$ cat src/rtl/fft_ctrl_pkg.sv
// Shared state encoding, point-count limits and Avalon-ST error codes for the FFT sink framing controller.
package fft_ctrl_pkg;

  typedef enum logic {
    IDLE   = 1'b0,
    STREAM = 1'b1
  } state_t;

  localparam logic [15:0] MIN_PTS = 16'd8;
  localparam logic [15:0] MAX_PTS = 16'd1024;

  localparam logic [1:0] AVST_ERR_NONE           = 2'b00;
  localparam logic [1:0] AVST_ERR_MISSING_SOP    = 2'b01;
  localparam logic [1:0] AVST_ERR_MISSING_EOP    = 2'b10;
  localparam logic [1:0] AVST_ERR_UNEXPECTED_EOP = 2'b11;

  // Power of two within MIN_PTS..MAX_PTS; a zero count fails the lower bound.
  function automatic logic pts_valid(input logic [15:0] pts);
    return (pts >= MIN_PTS) && (pts <= MAX_PTS) && ((pts & (pts - 16'd1)) == 16'd0);
  endfunction

endpackage

$ cat src/rtl/sample_fifo.sv
// First-word-fall-through sample buffer: head is valid the cycle after a push, no extra read latency.
// Pushes while full and pops while empty are ignored; flush empties it synchronously.
module sample_fifo #(
  parameter int DATA_W = 14,
  parameter int DEPTH  = 4
) (
  input  logic              clk,
  input  logic              rst,
  input  logic              flush,
  input  logic              push,
  input  logic [DATA_W-1:0] push_data,
  input  logic              pop,
  output logic [DATA_W-1:0] head,
  output logic              full,
  output logic              empty
);

  localparam int AW = $clog2(DEPTH);

  logic [DATA_W-1:0] mem [DEPTH];
  logic [AW:0]       wr_ptr;
  logic [AW:0]       rd_ptr;
  logic              do_push;
  logic              do_pop;

  // Extra pointer bit tells full apart from empty when the addresses match.
  assign empty   = (wr_ptr == rd_ptr);
  assign full    = (wr_ptr[AW] != rd_ptr[AW]) && (wr_ptr[AW-1:0] == rd_ptr[AW-1:0]);
  assign head    = mem[rd_ptr[AW-1:0]];
  assign do_push = push && !full;
  assign do_pop  = pop && !empty;

  always_ff @(posedge clk) begin
    if (do_push) begin
      mem[wr_ptr[AW-1:0]] <= push_data;
    end
  end

  always_ff @(posedge clk) begin
    if (rst || flush) begin
      wr_ptr <= '0;
      rd_ptr <= '0;
    end else begin
      if (do_push) wr_ptr <= wr_ptr + 1'b1;
      if (do_pop)  rd_ptr <= rd_ptr + 1'b1;
    end
  end

endmodule

$ cat src/rtl/fft_frame_sequencer.sv
// Frames a free-running ADC stream into Avalon-ST sop/eop beats for the FFT sink; sample-to-valid is two edges.
// sink_ready stalls the output register, the FIFO absorbs up to FIFO_DEPTH samples, and further samples are dropped and flagged.
module fft_frame_sequencer
  import fft_ctrl_pkg::*;
#(
  parameter int DATA_W     = 14,
  parameter int PTS_W      = 11,
  parameter int FIFO_DEPTH = 4
) (
  input  logic              clk,
  input  logic              rst,
  input  logic [DATA_W-1:0] adc_data,
  input  logic              adc_valid,
  input  logic [PTS_W-1:0]  cfg_pts,
  input  logic              cfg_inverse,
  input  logic              start,
  input  logic              stop,
  input  logic              clear_ovf,
  input  logic              sink_ready,
  output logic [DATA_W-1:0] sink_real,
  output logic [DATA_W-1:0] sink_imag,
  output logic              sink_valid,
  output logic              sink_sop,
  output logic              sink_eop,
  output logic [1:0]        sink_error,
  output logic              inverse,
  output logic [PTS_W-1:0]  fft_pts,
  output logic              busy,
  output logic              cfg_err,
  output logic              overflow,
  output logic [15:0]       frame_cnt
);

  state_t            state;
  logic [PTS_W-1:0]  idx;
  logic              stop_pending;
  logic [DATA_W-1:0] fifo_head;
  logic              fifo_full;
  logic              fifo_empty;
  logic              cfg_ok;
  logic              xfer;
  logic              eop_xfer;
  logic              stop_req;
  logic              go_idle;
  logic              push;
  logic              drop;
  logic              load;
  logic              pop;
  logic              flush;
  logic [PTS_W-1:0]  nxt_idx;
  logic [PTS_W-1:0]  nxt_pts;

  assign sink_imag  = '0;
  assign sink_error = AVST_ERR_NONE;
  assign busy       = (state == STREAM);

  always_comb begin
    cfg_ok   = pts_valid(16'(cfg_pts));
    xfer     = sink_valid && sink_ready;
    eop_xfer = xfer && sink_eop;
    stop_req = stop_pending || stop;
    go_idle  = (state == STREAM) && stop_req && (eop_xfer || ((idx == '0) && !sink_valid));
    push     = (state == STREAM) && adc_valid && !fifo_full;
    drop     = (state == STREAM) && adc_valid && fifo_full;
    load     = (state == STREAM) && !go_idle && (!sink_valid || xfer);
    pop      = load && !fifo_empty;
    flush    = (state == IDLE) || go_idle;
    // Index and length of the beat loaded this edge; a new frame already sees a re-latched length.
    nxt_idx  = xfer ? (sink_eop ? '0 : idx + 1'b1) : idx;
    nxt_pts  = (eop_xfer && cfg_ok) ? cfg_pts : fft_pts;
  end

  sample_fifo #(
    .DATA_W (DATA_W),
    .DEPTH  (FIFO_DEPTH)
  ) u_fifo (
    .clk       (clk),
    .rst       (rst),
    .flush     (flush),
    .push      (push),
    .push_data (adc_data),
    .pop       (pop),
    .head      (fifo_head),
    .full      (fifo_full),
    .empty     (fifo_empty)
  );

  always_ff @(posedge clk) begin
    if (rst) begin
      state        <= IDLE;
      idx          <= '0;
      stop_pending <= 1'b0;
      sink_valid   <= 1'b0;
      sink_sop     <= 1'b0;
      sink_eop     <= 1'b0;
      sink_real    <= '0;
      inverse      <= 1'b0;
      fft_pts      <= PTS_W'(MAX_PTS);
      cfg_err      <= 1'b0;
      overflow     <= 1'b0;
      frame_cnt    <= '0;
    end else begin
      cfg_err <= 1'b0;
      if (drop) begin
        overflow <= 1'b1;
      end else if (clear_ovf) begin
        overflow <= 1'b0;
      end

      case (state)
        IDLE: begin
          if (start && !stop) begin
            if (cfg_ok) begin
              fft_pts <= cfg_pts;
              inverse <= cfg_inverse;
              idx     <= '0;
              state   <= STREAM;
            end else begin
              cfg_err <= 1'b1;
            end
          end
        end
        STREAM: begin
          if (stop) stop_pending <= 1'b1;
          if (xfer) idx <= nxt_idx;
          if (eop_xfer) begin
            frame_cnt <= frame_cnt + 1'b1;
            if (cfg_ok) begin
              fft_pts <= cfg_pts;
              inverse <= cfg_inverse;
            end else begin
              cfg_err <= 1'b1;
            end
          end
          if (go_idle) begin
            state        <= IDLE;
            stop_pending <= 1'b0;
            idx          <= '0;
            sink_valid   <= 1'b0;
            sink_sop     <= 1'b0;
            sink_eop     <= 1'b0;
            sink_real    <= '0;
          end else if (load) begin
            sink_valid <= !fifo_empty;
            sink_sop   <= !fifo_empty && (nxt_idx == '0);
            sink_eop   <= !fifo_empty && (nxt_idx == nxt_pts - 1'b1);
            if (!fifo_empty) sink_real <= fifo_head;
          end
        end
        default: state <= IDLE;
      endcase
    end
  end

endmodule
$ cat config.mk
export PLATFORM = sky130hd
export DESIGN_NAME = fft_frame_sequencer
export DESIGN_NICKNAME = d
export VERILOG_FILES = /design/src/rtl/fft_ctrl_pkg.sv /design/src/rtl/sample_fifo.sv /design/src/rtl/fft_frame_sequencer.sv
export SDC_FILE = /design/constraint.sdc
export NUM_CORES = 1
export LEC_CHECK = 0
export CAP_MARGIN = 20
export CELL_PAD_IN_SITES_DETAIL_PLACEMENT = 2
export CELL_PAD_IN_SITES_GLOBAL_PLACEMENT = 2
export CORE_MARGIN = 2
export CORE_UTILIZATION = 31
export DETAILED_ROUTE_END_ITERATION = 10
export PLACE_DENSITY = 0.72
export SETUP_SLACK_MARGIN = 0.05
export SYNTH_ARGS = -nofsm -noshare
export SYNTH_HDL_FRONTEND = slang
export SYNTH_SLANG_ARGS = --single-unit
$ cat constraint.sdc
create_clock -name clk -period 4.5 [get_ports clk]
set_clock_uncertainty 0.2 [all_clocks]
set_input_delay 0.675 -clock clk [delete_from_list [all_inputs] [get_ports clk]]
set_output_delay 0.675 -clock clk [all_outputs]
set_load 0.05 [all_outputs]
=== Word level (Yosys, flattened, before mapping) ===
Memories as Yosys holds them, arrays and structs flattened. A register that Yosys moved wholly into a read port is not among the register bits.
Index checks and enable logic that the tools add are counted.

* Register bits after elaboration: 66
* Input bits: 33
* Logic and storage cells: 117
* Bits in read-only memories: 0
* Memories kept: 1
* Bits in latches: 0
* RAM bits: 56
* Output and inout bits: 64

* $mul: 0
* Div/mod/pow operators: 0
* Order comparisons: 2
* Add/sub/neg operators: 6
* Muxes and demuxes: 41
* Reduce and logical (&&, ||, !) cells: 42
* Bitwise logic cells: 2
* Equality and inequality tests: 9
* Shift-type cells: 0

{| class="wikitable"
|+ Memory list
! name !! depth !! width !! rd ports !! clocked after memory_dff !! write ports !! line !! source
|-
| u_fifo.mem || 4 || 14 || 1 || 1 || 1 || sample_fifo.sv:20 || <nowiki>logic [DATA_W-1:0] mem [DEPTH];</nowiki>
|}

{| class="wikitable"
|+ Operator list
! cell !! count
|-
| 11-bit two-way mux || 10
|-
| 11-bit one-hot mux with 2 select lines || 2
|-
| 14-bit two-way mux || 3
|-
| 11-bit zero test || 2
|-
| 1-bit two-way mux || 21
|-
| 1-bit logical AND || 20
|-
| 16-bit by 1-bit adder with 16-bit output, second input constant || 1
|-
| 11-bit by 16-bit AND with 16-bit output || 1
|-
| 16-bit zero test || 1
|-
| 11-bit by 1-bit subtractor with 12-bit output, second input constant || 1
|-
| 11-bit by 1-bit adder with 11-bit output, second input constant || 1
|-
| 11-bit == test || 1
|-
| 11-bit by 4-bit >= comparator with 1-bit output, second input constant || 1
|-
| 11-bit less-or-equal comparator, second input constant || 1
|-
| 11-bit by 1-bit subtractor with 11-bit output, second input constant || 1
|-
| 2-bit AND reduction || 4
|-
| 3-bit by 1-bit adder with 3-bit output, second input constant || 2
|-
| 2-bit by 1-bit != test with 1-bit output, second input constant || 3
|-
| 1-bit one-hot mux with 2 select lines || 3
|-
| 3-bit AND reduction || 2
|-
| 2-bit nonzero test || 3
|-
| 1-bit zero test || 5
|-
| 1-bit logical OR || 5
|-
| 2-bit two-way mux || 2
|-
| other kinds (6) || 6
|}

=== Longest topological paths before layout ===
* Word-level depth: 11
* Depth in mapped cells: 15
* Mapped depth without buffers: 13

=== Cells and area by module ===
Synthesis repeated with hierarchy kept, for this count alone.

* Cells, all modules: 561
* Area, all modules: 5988.2 um^2

{| class="wikitable"
|+ By module, submodules not included
! module !! cells an instance !! instances !! seq. area each (um^2) !! area an instance (um^2)
|-
| fft_frame_sequencer || 420 || 1 || 1201.2 || 3398.3
|-
| sample_fifo || 141 || 1 || 1841.8 || 2590.0
|}

=== Worst setup path after synthesis ===
No wires, ideal clock.

* Path kind: in2reg
* From: input cfg_pts[4]
* To: register sink_eop
* Stages on the path: 15
* Arrival time: 4072 ps
* Setup slack: 141 ps
* Setup time: 86 ps
* Cell sequence: clkbuf_2 or4_4 a2111oi_4 a211o_1 nand4_1 nand2_1 ha_1 clkbuf_1 xnor2_1 xnor2_1 a31o_2 a21oi_1 or4_1 a2111o_1 a221oi_2

* Longest elaborated chain between the ends: 11

{| class="wikitable"
|+ RTL lines
! element !! line !! source
|-
| start: declaration || fft_frame_sequencer.sv:14 || <nowiki>input logic [PTS_W-1:0] cfg_pts,</nowiki>
|-
| 11-bit by 1-bit subtractor with 12-bit output || fft_ctrl_pkg.sv:19 || <nowiki>return (pts >= MIN_PTS) && (pts <= MAX_PTS) && ((pts & (pts - 16'd1)) == 16'd0);</nowiki>
|-
| 11-bit by 16-bit AND with 16-bit output || fft_ctrl_pkg.sv:19 ||
|-
| 16-bit zero test || fft_ctrl_pkg.sv:19 ||
|-
| 1-bit logical AND || fft_ctrl_pkg.sv:19 ||
|-
| 1-bit logical AND || fft_frame_sequencer.sv:70 || <nowiki>nxt_pts = (eop_xfer && cfg_ok) ? cfg_pts : fft_pts;</nowiki>
|-
| 11-bit two-way mux (*) || fft_frame_sequencer.sv:70 ||
|-
| 11-bit by 1-bit subtractor with 11-bit output (*) || fft_frame_sequencer.sv:146 || <nowiki>sink_eop <= !fifo_empty && (nxt_idx == nxt_pts - 1'b1);</nowiki>
|-
| 11-bit == test (*) || fft_frame_sequencer.sv:146 ||
|-
| 1-bit logical AND (*) || fft_frame_sequencer.sv:146 ||
|-
| 1-bit two-way mux (*) || fft_frame_sequencer.sv:143 || <nowiki>end else if (load) begin</nowiki>
|-
| 1-bit two-way mux (*) || fft_frame_sequencer.sv:135 || <nowiki>if (go_idle) begin</nowiki>
|-
| end signal: assignment || fft_frame_sequencer.sv:146 ||
|-
| end: declaration || fft_frame_sequencer.sv:24 || <nowiki>output logic sink_eop,</nowiki>
|}

Mark *: on every way between the ends. The rest lies on a longest branch, timed or not. The select of a mux whose other input is x is not followed.
A chain may end at the register's enable or synchronous reset.

=== Worst setup path in the final report ===
* From: input cfg_pts[5]
* To: register sink_eop

Same word-level chain as after synthesis.

==> results.toml <==
[global_routing]
grtUsageTotal = 0.1889
overflow = 0
grt_use_met2 = 0.3283
grt_max_degree = 54
grt_pass1_vias = 5289
met1_usage = 0.2375
antenna_found_initial = 0
grtUsageMet3 = 0.03466
busiest_layer = "met2"
grt_pass1_wl_um = 29880

[timing]
tightest_slew_ps = 914.7
setup_viol = 0
maxSlewViolCount = 0
period_needed_ps = 4379
max_freq_mhz = 228.4
maxSlewHeadroom = 0.3902
hold_viol = 0
post-route-period-util = 0.9731
setup_tns_ps = 0

[clock_tree]
clk_pin_slew_ps = 70
cts_buffers = 17
ctsRootBufferMaster = "clkbuf_16"
hold_buffers = 0
clock_sinks = 124
cts_tree = "built"
cts_max_level = 4
clock_latency_ps = 420
clock_tree.buffer_depth = 2

[routing]
drtIter0Drc = 241
drt-pass1-iter-count = 4
vias_per_cell = 5.019
drc = 0
wire_per_inst_um = 19.97
routed_wl_um = 19030
vias = 4783
final_antenna_net_count = 0

[synthesis]
synth-seq-cells = 124
synth-edff-count = 56
synthCells = 564
synth_area_per_cell_um2 = 10.75
yosys_warnings = 0
ys_async_sr_fraction = 0
ys_seq_area_frac = 0.5019
syn_area_um2 = 6063
synth-main-ff-cell = "dfxtp_1"
synth.distinct_cells = 61

[final_layout]
num-nets-final = 717
mostFrequentLayoutCell = "nor2_1"
layout.cells.most_common_list = "nor2_1, clkdlybuf4s50_1, dfxtp_1, edfxtp_1, mux2i_1"
final_cells = 953
layout-drive-gt1-share = 0.1555
area_growth_pct = 31.30
fillers = 2040
n_antenna_cell = 0

[worst_setup_path]
rrSetupSlack_ps = 820
critPathRequiredTime_ps = 4640
endpoint_kind = "register"
worstSetupStartpointType = "primary input"
critPathMaxFanout = 5
critPathKind = "primary input to register"
crit_arrival_ps = 4520

[power]
p_seq_frac = 0.440
p_int_mw = 1.988
p_switching_mw = 0.6860
cellLeakagePower_nw = 2.859
power.density_nw_per_um2 = 335.8
ir_drop_v = 0.0002485
combPwrFrac = 0.046
p_sw_frac = 0.2566
p_total_mw = 2.674
clkPwrFrac = 0.514

[die]
core_um2 = 19330
num_io_pins = 97
die_area_um2 = 20690
initial_core_util = 0.3136
die_x_um = 143.9
die_y_um = 143.9
placement_rows = 51

[placement]
numPortBuffers = 80
placedCellCount = 918
hpwl_um = 13230
gp_congestion = 0.8214

[status]
status = "finished, final reports clean"

[flow_run]
max_cap_viol_count = 0

[min_path]
hold_path.class = "register to register"
==> synth_stat cells, types with 2 or more instances <==
library cell	count	area, µm²
edfxtp_1	56	1682
o21ai_0	8	40.04
nor2b_1	2	12.51
a21oi_1	19	95.09
nor3b_1	10	75.07
nand4_1	7	43.79
nor3_1	31	155.2
o211ai_1	2	15.01
a211o_1	3	26.28
nand2b_1	3	18.77
and3_1	6	37.54
or2_2	5	31.28
a211oi_1	2	15.01
mux4_2	14	315.3
a2111o_1	2	22.52
a32oi_1	2	17.52
inv_1	10	37.54
buf_1	3	11.26
ha_1	9	112.6
and2_1	7	43.79
a31o_2	2	17.52
nand3_1	13	65.06
buf_4	16	120.1
nor2_1	80	300.3
xor2_1	20	175.2
a31oi_1	3	18.77
mux2i_1	43	430.4
nor4_1	8	50.05
xnor2_1	18	157.7
or3_1	6	37.54
clkbuf_1	21	78.83
o31ai_1	3	22.52
dfxtp_1	68	1361
or4_1	2	15.01
and4_1	3	26.28
nand2_1	32	120.1
==> sequential cells by signal, summed over array words and instances, names as in the netlist, 3 cells and up, named ones only <==
name           count
u_fifo.mem        56
frame_cnt         16
sink_real         14
fft_pts           11
idx               11
u_fifo.rd_ptr      3
u_fifo.wr_ptr      3
==> critical path, cell delays in order <==
cell,delay (ps)
clkdlybuf4s50_1,490
or4b_1,610
nor4_2,250
a211o_1,190
nand4_1,250
nand2_1,200
ha_4,190
nand2_1,100
xnor2_1,180
mux2i_1,200
mux2i_1,110
or4_1,500
a2111o_1,320
a221oi_2,260
==> final timing paths <==
path / start / end / depth (start not counted)
max: cfg_pts[5] / sink_eop / 14
min: sink_real[2] / sink_real[2] / 2
max reg2reg: sink_valid / sink_eop / 11
min reg2reg: sink_real[2] / sink_real[2] / 2
==> through the flow <==
step / util / hold slack, ps / worst slack (ps) / area (µm²)
final: 0.4118 / 303.3 / 121.0 / 7961
after global routing: 0.4118 / 339.0 / -68.64 / 7961
after CTS: 0.4078 / 307.6 / 94.50 / 7885
after detailed placement: 0.3774 / 290.9 / -225.3 / 7297
after global placement: 0.3774 / 269.2 / -46.47 / 7297
after floorplan: - / 284.2 / 141.5 / 6120
==> area by class of cell <==
| type | instances | area, µm² | share of cell area |
|---|---|---|---|
| tap | 265 | 331.6 | 0.04165 |
| inverter | 10 | 37.54 | 0.004715 |
| sequential | 124 | 3043 | 0.3822 |
| clock buffer | 18 | 450.4 | 0.05658 |
| multi-input combinational | 403 | 2853 | 0.3583 |
| clock inverter | 14 | 137.6 | 0.01729 |
| timing repair buffer | 119 | 1109 | 0.1392 |
==> cells by family after synthesis <==
family,share of synthesized area
other cells,0.0006185
flops,0.5019
mux,0.1248
compound gates,0.06996
fa+ha+maj,0.02022
simple gates,0.1814
xor+xnor,0.05757
buf+inv,0.04354
==> power groups by stage <==
stage	Clock, mW	Combinational (mW)	Sequential (mW)
2_1_floorplan	0	0.0648	1.20
3_3_place_gp	0	0.117	1.20
3_5_place_dp	0	0.122	1.20
4_1_cts	1.41	0.123	1.18
5_1_grt	1.45	0.131	1.17
6_report	1.37	0.124	1.18
==> repair_timing <==
item / 4_1_cts / 5_1_grt
buffers inserted: 0 / 2
setup endpoints to repair: 0 / 1
resized for setup: 0 / 6
==> routing by layer <==
metal,wire [µm],vias up,share of wire
met5,0,-,0
met4,278,0,0.015
met3,599,22,0.031
met2,9684,97,0.51
met1,8470,2425,0.45
li1,-,2239,-
Note: power is estimated with default switching activity, not from simulation.
